File: src/rtl/mandelbrot_pkg.sv
// Shared types and default geometry for the Mandelbrot pixel pipeline.
package mandelbrot_pkg;

    localparam int DEFAULT_H_RES  = 640;
    localparam int DEFAULT_V_RES  = 480;
    localparam int DEFAULT_ADDR_W = 19;
    localparam int ITER_W         = 6;

    typedef enum logic [2:0] {
        SEQ_IDLE,
        SEQ_ISSUE,
        SEQ_WAIT_RESULT,
        SEQ_RELEASE,
        SEQ_FRAME_END
    } seq_state_e;

    // One finished pixel as it travels to the framebuffer writer.
    typedef struct packed {
        logic [DEFAULT_ADDR_W-1:0] addr;
        logic [ITER_W-1:0]         iter;
        logic                      in_set;
    } result_t;

    localparam int RESULT_W = $bits(result_t);

endpackage

File: src/rtl/mandelbrot_result_fifo.sv
// Synchronous result FIFO with flush; the head entry is presented directly.
module mandelbrot_result_fifo
    import mandelbrot_pkg::*;
#(
    parameter int DEPTH  = 4,
    parameter int DATA_W = RESULT_W
) (
    input  logic                     clk,
    input  logic                     rst_n,
    input  logic                     flush_i,
    input  logic                     push_i,
    input  logic [DATA_W-1:0]        data_i,
    input  logic                     pop_i,
    output logic [DATA_W-1:0]        head_o,
    output logic                     full_o,
    output logic                     empty_o,
    output logic [$clog2(DEPTH):0]   count_o
);

    localparam int PTR_W = $clog2(DEPTH);

    logic [DATA_W-1:0] mem_q [DEPTH];
    logic [PTR_W-1:0]  wr_ptr_q;
    logic [PTR_W-1:0]  rd_ptr_q;
    logic [PTR_W:0]    count_q;
    logic              do_push;
    logic              do_pop;

    // Full is judged on the registered count, so a push offered while full is refused even if a pop frees a slot.
    assign full_o  = (count_q == (PTR_W+1)'(DEPTH));
    assign empty_o = (count_q == '0);
    assign count_o = count_q;
    assign head_o  = mem_q[rd_ptr_q];
    assign do_push = push_i && !full_o;
    assign do_pop  = pop_i && !empty_o;

    always_ff @(posedge clk or negedge rst_n) begin
        if (!rst_n) begin
            for (int i = 0; i < DEPTH; i++) begin
                mem_q[i] <= '0;
            end
            wr_ptr_q <= '0;
            rd_ptr_q <= '0;
            count_q  <= '0;
        end else if (flush_i) begin
            wr_ptr_q <= '0;
            rd_ptr_q <= '0;
            count_q  <= '0;
        end else begin
            if (do_push) begin
                mem_q[wr_ptr_q] <= data_i;
                wr_ptr_q        <= wr_ptr_q + 1'b1;
            end
            if (do_pop) begin
                rd_ptr_q <= rd_ptr_q + 1'b1;
            end
            case ({do_push, do_pop})
                2'b10:   count_q <= count_q + 1'b1;
                2'b01:   count_q <= count_q - 1'b1;
                default: count_q <= count_q;
            endcase
        end
    end

endmodule

File: src/rtl/mandelbrot_pixel_sequencer.sv
// Raster-order scheduler feeding one pixel at a time to mandelbrot_engine
// and queueing its results for the framebuffer writer.
module mandelbrot_pixel_sequencer
    import mandelbrot_pkg::*;
#(
    parameter int H_RES      = DEFAULT_H_RES,
    parameter int V_RES      = DEFAULT_V_RES,
    parameter int ADDR_W     = DEFAULT_ADDR_W,
    parameter int FIFO_DEPTH = 4
) (
    input  logic                clk,
    input  logic                rst_n,
    input  logic                start_i,
    input  logic                continuous_i,
    input  logic                abort_i,
    input  logic signed [15:0]  center_x_in_i,
    input  logic signed [15:0]  center_y_in_i,
    input  logic [7:0]          zoom_in_i,
    input  logic [5:0]          max_iter_in_i,
    output logic [9:0]          eng_pixel_x_o,
    output logic [9:0]          eng_pixel_y_o,
    output logic                eng_pixel_valid_o,
    output logic                eng_enable_o,
    output logic signed [15:0]  eng_center_x_o,
    output logic signed [15:0]  eng_center_y_o,
    output logic [7:0]          eng_zoom_o,
    output logic [5:0]          eng_max_iter_o,
    input  logic [5:0]          eng_iteration_count_i,
    input  logic                eng_result_valid_i,
    input  logic                eng_busy_i,
    output logic                out_valid_o,
    input  logic                out_ready_i,
    output logic [ADDR_W-1:0]   out_addr_o,
    output logic [5:0]          out_iter_o,
    output logic                out_in_set_o,
    output logic                frame_busy_o,
    output logic                frame_done_o
);

    localparam int         DATA_W = ADDR_W + ITER_W + 1;
    localparam int         CNT_W  = $clog2(FIFO_DEPTH) + 1;
    localparam logic [9:0] X_LAST = 10'(H_RES - 1);
    localparam logic [9:0] Y_LAST = 10'(V_RES - 1);

    seq_state_e         state_q, state_d;
    logic [9:0]         x_q, x_d;
    logic [9:0]         y_q, y_d;
    logic [ADDR_W-1:0]  addr_q, addr_d;
    logic               pix_valid_q, pix_valid_d;
    logic               busy_q, busy_d;
    logic               done_q, done_d;
    logic signed [15:0] cx_q, cx_d;
    logic signed [15:0] cy_q, cy_d;
    logic [7:0]         zoom_q, zoom_d;
    logic [5:0]         max_iter_q, max_iter_d;

    logic               latch_frame;
    logic               in_set;
    logic               fifo_push;
    logic               fifo_pop;
    logic               fifo_full;
    logic               fifo_empty;
    logic [CNT_W-1:0]   fifo_count;
    logic [DATA_W-1:0]  fifo_wdata;
    logic [DATA_W-1:0]  fifo_head;

    assign in_set     = (eng_iteration_count_i >= max_iter_q);
    assign fifo_wdata = {addr_q, eng_iteration_count_i, in_set};
    assign fifo_pop   = out_valid_o && out_ready_i;

    mandelbrot_result_fifo #(
        .DEPTH  (FIFO_DEPTH),
        .DATA_W (DATA_W)
    ) u_result_fifo (
        .clk     (clk),
        .rst_n   (rst_n),
        .flush_i (abort_i),
        .push_i  (fifo_push),
        .data_i  (fifo_wdata),
        .pop_i   (fifo_pop),
        .head_o  (fifo_head),
        .full_o  (fifo_full),
        .empty_o (fifo_empty),
        .count_o (fifo_count)
    );

    always_ff @(posedge clk or negedge rst_n) begin
        if (!rst_n) begin
            state_q     <= SEQ_IDLE;
            x_q         <= '0;
            y_q         <= '0;
            addr_q      <= '0;
            pix_valid_q <= 1'b0;
            busy_q      <= 1'b0;
            done_q      <= 1'b0;
            cx_q        <= '0;
            cy_q        <= '0;
            zoom_q      <= '0;
            max_iter_q  <= '0;
        end else begin
            state_q     <= state_d;
            x_q         <= x_d;
            y_q         <= y_d;
            addr_q      <= addr_d;
            pix_valid_q <= pix_valid_d;
            busy_q      <= busy_d;
            done_q      <= done_d;
            cx_q        <= cx_d;
            cy_q        <= cy_d;
            zoom_q      <= zoom_d;
            max_iter_q  <= max_iter_d;
        end
    end

    always_comb begin
        state_d     = state_q;
        x_d         = x_q;
        y_d         = y_q;
        addr_d      = addr_q;
        pix_valid_d = pix_valid_q;
        busy_d      = busy_q;
        done_d      = 1'b0;
        cx_d        = cx_q;
        cy_d        = cy_q;
        zoom_d      = zoom_q;
        max_iter_d  = max_iter_q;
        fifo_push   = 1'b0;
        latch_frame = 1'b0;

        case (state_q)
            SEQ_IDLE: begin
                if (start_i) begin
                    latch_frame = 1'b1;
                    busy_d      = 1'b1;
                    state_d     = SEQ_ISSUE;
                end
            end
            SEQ_ISSUE: begin
                if (!eng_busy_i && !eng_result_valid_i) begin
                    pix_valid_d = 1'b1;
                    state_d     = SEQ_WAIT_RESULT;
                end
            end
            SEQ_WAIT_RESULT: begin
                if (eng_result_valid_i && !fifo_full) begin
                    fifo_push   = 1'b1;
                    pix_valid_d = 1'b0;
                    state_d     = SEQ_RELEASE;
                end
            end
            // The engine keeps result_valid up for a cycle after the request drops; wait it out.
            SEQ_RELEASE: begin
                if (!eng_result_valid_i && !eng_busy_i) begin
                    if (x_q == X_LAST && y_q == Y_LAST) begin
                        state_d = SEQ_FRAME_END;
                    end else begin
                        if (x_q == X_LAST) begin
                            x_d = '0;
                            y_d = y_q + 10'd1;
                        end else begin
                            x_d = x_q + 10'd1;
                        end
                        addr_d      = addr_q + 1'b1;
                        pix_valid_d = 1'b1;
                        state_d     = SEQ_WAIT_RESULT;
                    end
                end
            end
            SEQ_FRAME_END: begin
                if (fifo_count == '0) begin
                    done_d = 1'b1;
                    if (continuous_i) begin
                        latch_frame = 1'b1;
                        state_d     = SEQ_ISSUE;
                    end else begin
                        busy_d  = 1'b0;
                        state_d = SEQ_IDLE;
                    end
                end
            end
            default: state_d = SEQ_IDLE;
        endcase

        if (latch_frame) begin
            x_d        = '0;
            y_d        = '0;
            addr_d     = '0;
            cx_d       = center_x_in_i;
            cy_d       = center_y_in_i;
            zoom_d     = zoom_in_i;
            max_iter_d = max_iter_in_i;
        end

        if (abort_i) begin
            state_d     = SEQ_IDLE;
            pix_valid_d = 1'b0;
            busy_d      = 1'b0;
            done_d      = 1'b0;
            fifo_push   = 1'b0;
        end
    end

    assign eng_pixel_x_o     = x_q;
    assign eng_pixel_y_o     = y_q;
    assign eng_pixel_valid_o = pix_valid_q;
    assign eng_enable_o      = busy_q;
    assign eng_center_x_o    = cx_q;
    assign eng_center_y_o    = cy_q;
    assign eng_zoom_o        = zoom_q;
    assign eng_max_iter_o    = max_iter_q;
    assign frame_busy_o      = busy_q;
    assign frame_done_o      = done_q;
    assign out_valid_o       = !fifo_empty;
    assign {out_addr_o, out_iter_o, out_in_set_o} = fifo_head;

endmodule

File: config.mk
export PLATFORM = sky130hd
export DESIGN_NAME = mandelbrot_pixel_sequencer
export DESIGN_NICKNAME = d
export VERILOG_FILES = /design/src/rtl/mandelbrot_pkg.sv /design/src/rtl/mandelbrot_result_fifo.sv /design/src/rtl/mandelbrot_pixel_sequencer.sv
export SDC_FILE = /design/constraint.sdc
export NUM_CORES = 1
export LEC_CHECK = 0
export BUFFER_PORTS_ARGS = -buffer_cell sky130_fd_sc_hd__buf_4
export CAP_MARGIN = 5
export CORE_ASPECT_RATIO = 1.2
export CORE_MARGIN = 2
export CORE_UTILIZATION = 45
export CTS_BUF_LIST = sky130_fd_sc_hd__clkbuf_8
export DETAILED_ROUTE_END_ITERATION = 10
export PLACE_DENSITY = 0.7
export SETUP_SLACK_MARGIN = 0.1
export SYNTH_ARGS = -nofsm -noshare
export SYNTH_HDL_FRONTEND = slang
export SYNTH_HIERARCHICAL = 1
export SYNTH_SLANG_ARGS = --single-unit
File: constraint.sdc
create_clock -name clk -period 10.1 [get_ports clk]
set_input_delay 1.01 -clock clk [delete_from_list [all_inputs] [get_ports clk]]
set_output_delay 1.01 -clock clk [all_outputs]
set_load 0.02 [all_outputs]
==> metrics.md <==
| Metric | Value |
|---|---|
| Reported net switching power | 0.591 mW |
| Part of the power in registers | 46.8% |
| Share of final-layout standard cells stronger than drive strength 1 | 35.8% |
| Final clock skew | 22.4 ps |
| Routed len/inst | 16.7 µm |
| Crit Path Class | reg2reg |
| Part of the cycle the worst path needs | 37.0% |
| Worst hold path startpoint | eng_center_y_o[2]$_DFFE_PN0N_ |
| Run status | finished clean |
| # DRC | 0 |
| HPWL reported at the end of detailed placement | 13700 µm |
| H-Tree Level Count | 2 |
| Final Worst Setup Slack | 6360 ps |
| Die ar. | 22200 µm² |
| Vias per Instance | 5.32 |
| Beginning of the critical path | u_result_fifo/count_o[0]$_DFFE_PN0P_ |
| Most frequent standard cell in the layout excluding fill and tap cells | sky130_fd_sc_hd__dfrtp_1 |
| Clock buffer count from CTS | 35 |
| Power after layout | 2.00 mW |
| Sinks on the clock net | 202 |
| Sequential area share after synthesis | 53.4% |
| Combinational family with the most area after synthesis | multiplexers |
| Post-synthesis async set-or-reset flop share | 100% |
| Layout area overhead | 20.6% |
| Data required, critical path | 10490 ps |
| DIE HEIGHT | 163 µm |
| Crit start category | flip-flop |
| Detail Route Antenna Nets | 0 |
| Syn Std Cell Area | 9470 µm² |
| Largest net degree at the start of global routing | 92 |
| Vias in the first global route | 6806 |
| Number of flops mapped to enable cells by yosys | 0 |
| Final Hold Violating Endpoints | 0 |
| Routability-driven placement congestion ratio | 0.754 |
| Pre-CTS worst setup slack | 6250 ps |
| Grt total ovfl | 0 |
| Yosys warns | 6 |
| Internal power | 1.41 mW |
| Design Area, Final | 11400 µm² |
| Critical path's largest stage delay | 870 ps |
| Placed cells | 1188 |
| Final hold slack | 462 ps |
| Slew at the pin with the worst max-slew slack | 1060 ps |
| Sum of routed wire length over all layers | 20800 µm |
| Max VDD drop | 0.140 mV |
| Total iterations of the first detailed-routing run | 5 |
| Hold crit path type | reg2reg |
| Total of flip-flops plus latches after synthesis | 202 |
| Clock network latency to the later pin of the worst-skew pair | 530 ps |
| Antenna violations before repair | 0 |
| Initial Util | 45.5% |
| Post-route setup TNS | 0 ps |
| Crit path max fanout | 26 |
| Ant. Diodes | 0 |
| Cell Count, Final, Fillers Out | 1244 |
| Ordered list of cells on the worst path | or3b_4 -> inv_1 -> nand2b_1 -> nor4_2 -> nor2b_1 -> nand3_2 -> mux2_2 |
| Worst-path cell with the longest stage delay | sky130_fd_sc_hd__nor4_2 |
| Number of post-CTS setup repair buffers | 0 |
| Number of cells produced by synthesis | 801 |
| Headroom to the max-slew limit | 28.5% |
| Number of slew-limit violations in the final report | 0 |
| Mean area per synthesized cell | 11.8 µm² |
| Share of the synthesized area in compound gates (AO/OA/AOI/OAI) | 5.85% |
| RSZ-0062 raised after global routing | no |
| Total vias in the final route | 6624 |
| Area fraction in and, or, nand and nor cells after synthesis | 14.2% |
| Buffer cell driving the clock tree root | sky130_fd_sc_hd__clkbuf_8 |
| Reg2Reg Launch Point | u_result_fifo/count_o[0]$_DFFE_PN0P_ |
| Wire length of the first global-routing pass | 34300 µm |
| CP Capture Type | flip-flop |
| Final-layout fill cell count | 1794 |
| Combinational share of power | 19.8% |
| Lkg Pwr | 5.60 nW |
| Multiplexer fraction of the synthesized cell area | 19.7% |
| Switching fraction of total power | 29.6% |
| Number of I/O port buffers | 156 |
| First-iteration detailed-routing DRC count | 230 |
| Final count of negative-setup-slack endpoints | 0 |
| Pwr dens | 175 nW/µm² |
| Number of placement rows | 58 |
| Area share of fa/ha/maj cells after synthesis | 1.93% |
| CTS Hold Buffers Added | 0 |
| Placed Instance Area | 10800 µm² |
| Post-layout util | 54.8% |
| Arrival time of data at the critical path endpoint | 4130 ps |
| Number of unique standard cell types used by synthesis | 58 |
| Period minus WS final | 3740 ps |
| Clock input transition at the sequential cells of the worst setup and hold paths | 60 ps |
| I/O pin total | 157 |
| Max-cap violation count | 0 |
| Commonest cells after routing, fill and taps aside | sky130_fd_sc_hd__dfrtp_1 (201), sky130_fd_sc_hd__buf_4 (161), sky130_fd_sc_hd__nand2_1 (157) |
| Total Routing Usage GR | 19.4% |
| Final layout net count | 1029 |
| Count of cells resized by post-cts repair | 0 |
| Upper clock frequency limit | 268 MHz |
| Die Wd | 136 µm |
| CTS tree | built |
| Syn Nets | 875 |
| Buffer levels on the longest clock path | 3 |
| Top flip-flop cell by instance count after synthesis | sky130_fd_sc_hd__dfrtp_1 |
| Post-synthesis share of cell area spent on xor and xnor gates | 1.66% |
| Clock Power Share | 33.5% |
| Standard cell core area | 20800 µm² |
[layout make-up]
cell class / count / area, µm² / area share, %
clock buffer: 39 / 537 / 4.70
sequential: 202 / 5060 / 44.3
clock inverter: 17 / 76.3 / 0.668
timing repair buffer: 162 / 1220 / 10.7
tap: 270 / 338 / 2.96
multi-input combinational: 536 / 4130 / 36.1
inverter: 18 / 67.6 / 0.591
[critical path: cells and delay by family (launching register included)]
| kind | cells | cell delay, ps |
|---|---|---|
| AND/OR/NAND/NOR | 5 | 2370 |
| buffers and inverters | 1 | 70 |
| multiplexers | 1 | 530 |
| flip-flops | 1 | 620 |
[final timing paths]
check	to	slack, ps	cells after the start
setup / recovery	u_result_fifo/mem_q[87]$_DFFE_PN0P_	6360	7
hold / removal	eng_center_y_o[2]$_DFFE_PN0N_	460	2
setup reg to reg	u_result_fifo/mem_q[87]$_DFFE_PN0P_	6360	7
hold reg to reg	eng_center_y_o[2]$_DFFE_PN0N_	460	2
max in group asynchronous	u_result_fifo/mem_q[65]$_DFFE_PN0P_	7650	3
min in group asynchronous	u_result_fifo/mem_q[73]$_DFFE_PN0P_	550	1
[routing by layer]
layer	track usage, %	up-vias	share of wire (%)
li1	-	3144	-
met1	24.6	3280	43
met2	32.3	169	49
met3	5.42	31	6.2
met4	6.11	0	1.9
met5	0	-	0
[state kept, by name, summed over array words and instances, names as in the netlist]
name,count
eng_enable_o,1
u_result_fifo/wr_ptr_q,2
eng_zoom_o,8
u_result_fifo/rd_ptr_q,2
u_result_fifo/count_o,3
addr_q,19
frame_done_o,1
u_result_fifo/mem_q,104
eng_center_y_o,16
state_q,3
eng_center_x_o,16
eng_pixel_y_o,10
eng_pixel_valid_o,1
eng_max_iter_o,6
eng_pixel_x_o,10
[synthesized netlist by cell type, types with 6 or more instances]
cell type	instances	share of area (%)
sky130_fd_sc_hd__nand2b_1	8	0.53
sky130_fd_sc_hd__or3_1	12	0.79
sky130_fd_sc_hd__mux4_2	26	6.2
sky130_fd_sc_hd__mux2_4	20	3.2
sky130_fd_sc_hd__ha_1	13	1.7
sky130_fd_sc_hd__clkbuf_1	18	0.71
sky130_fd_sc_hd__xor2_1	6	0.55
sky130_fd_sc_hd__a21oi_1	22	1.2
sky130_fd_sc_hd__nor4_1	10	0.66
sky130_fd_sc_hd__nor2_1	33	1.3
sky130_fd_sc_hd__o31ai_1	7	0.55
sky130_fd_sc_hd__dfrtp_1	202	53
sky130_fd_sc_hd__nand4_1	9	0.59
sky130_fd_sc_hd__buf_2	13	0.69
sky130_fd_sc_hd__or4_1	7	0.55
sky130_fd_sc_hd__xnor2_1	12	1.1
sky130_fd_sc_hd__buf_1	7	0.28
sky130_fd_sc_hd__o21ai_0	18	0.95
sky130_fd_sc_hd__inv_1	18	0.71
sky130_fd_sc_hd__nand3_1	18	0.95
sky130_fd_sc_hd__nor3_1	6	0.32
sky130_fd_sc_hd__mux2_2	84	10
sky130_fd_sc_hd__nand2_1	157	6.2
[power groups by stage]
| stage | logic, mW | clock network [mW] | registers, mW |
|---|---|---|---|
| finish | 0.395 | 0.668 | 0.934 |
| global route | 0.434 | 0.734 | 0.943 |
| CTS | 0.403 | 0.691 | 0.934 |
| detailed placement | 0.403 | 0 | 0.945 |
| global placement | 0.397 | 0 | 0.944 |
| floorplan | 0.146 | 0 | 1.01 |
[kinds of logic after synthesis]
logic type               after synthesis
AND/OR/NAND/NOR                      287
XOR/XNOR                              18
flip-flops                           202
AO/OA/AOI/OAI                         84
multiplexers                         133
adder cells (fa/ha/maj)               14
buffers and inverters                 63
Power figures use the tool's default switching activity.
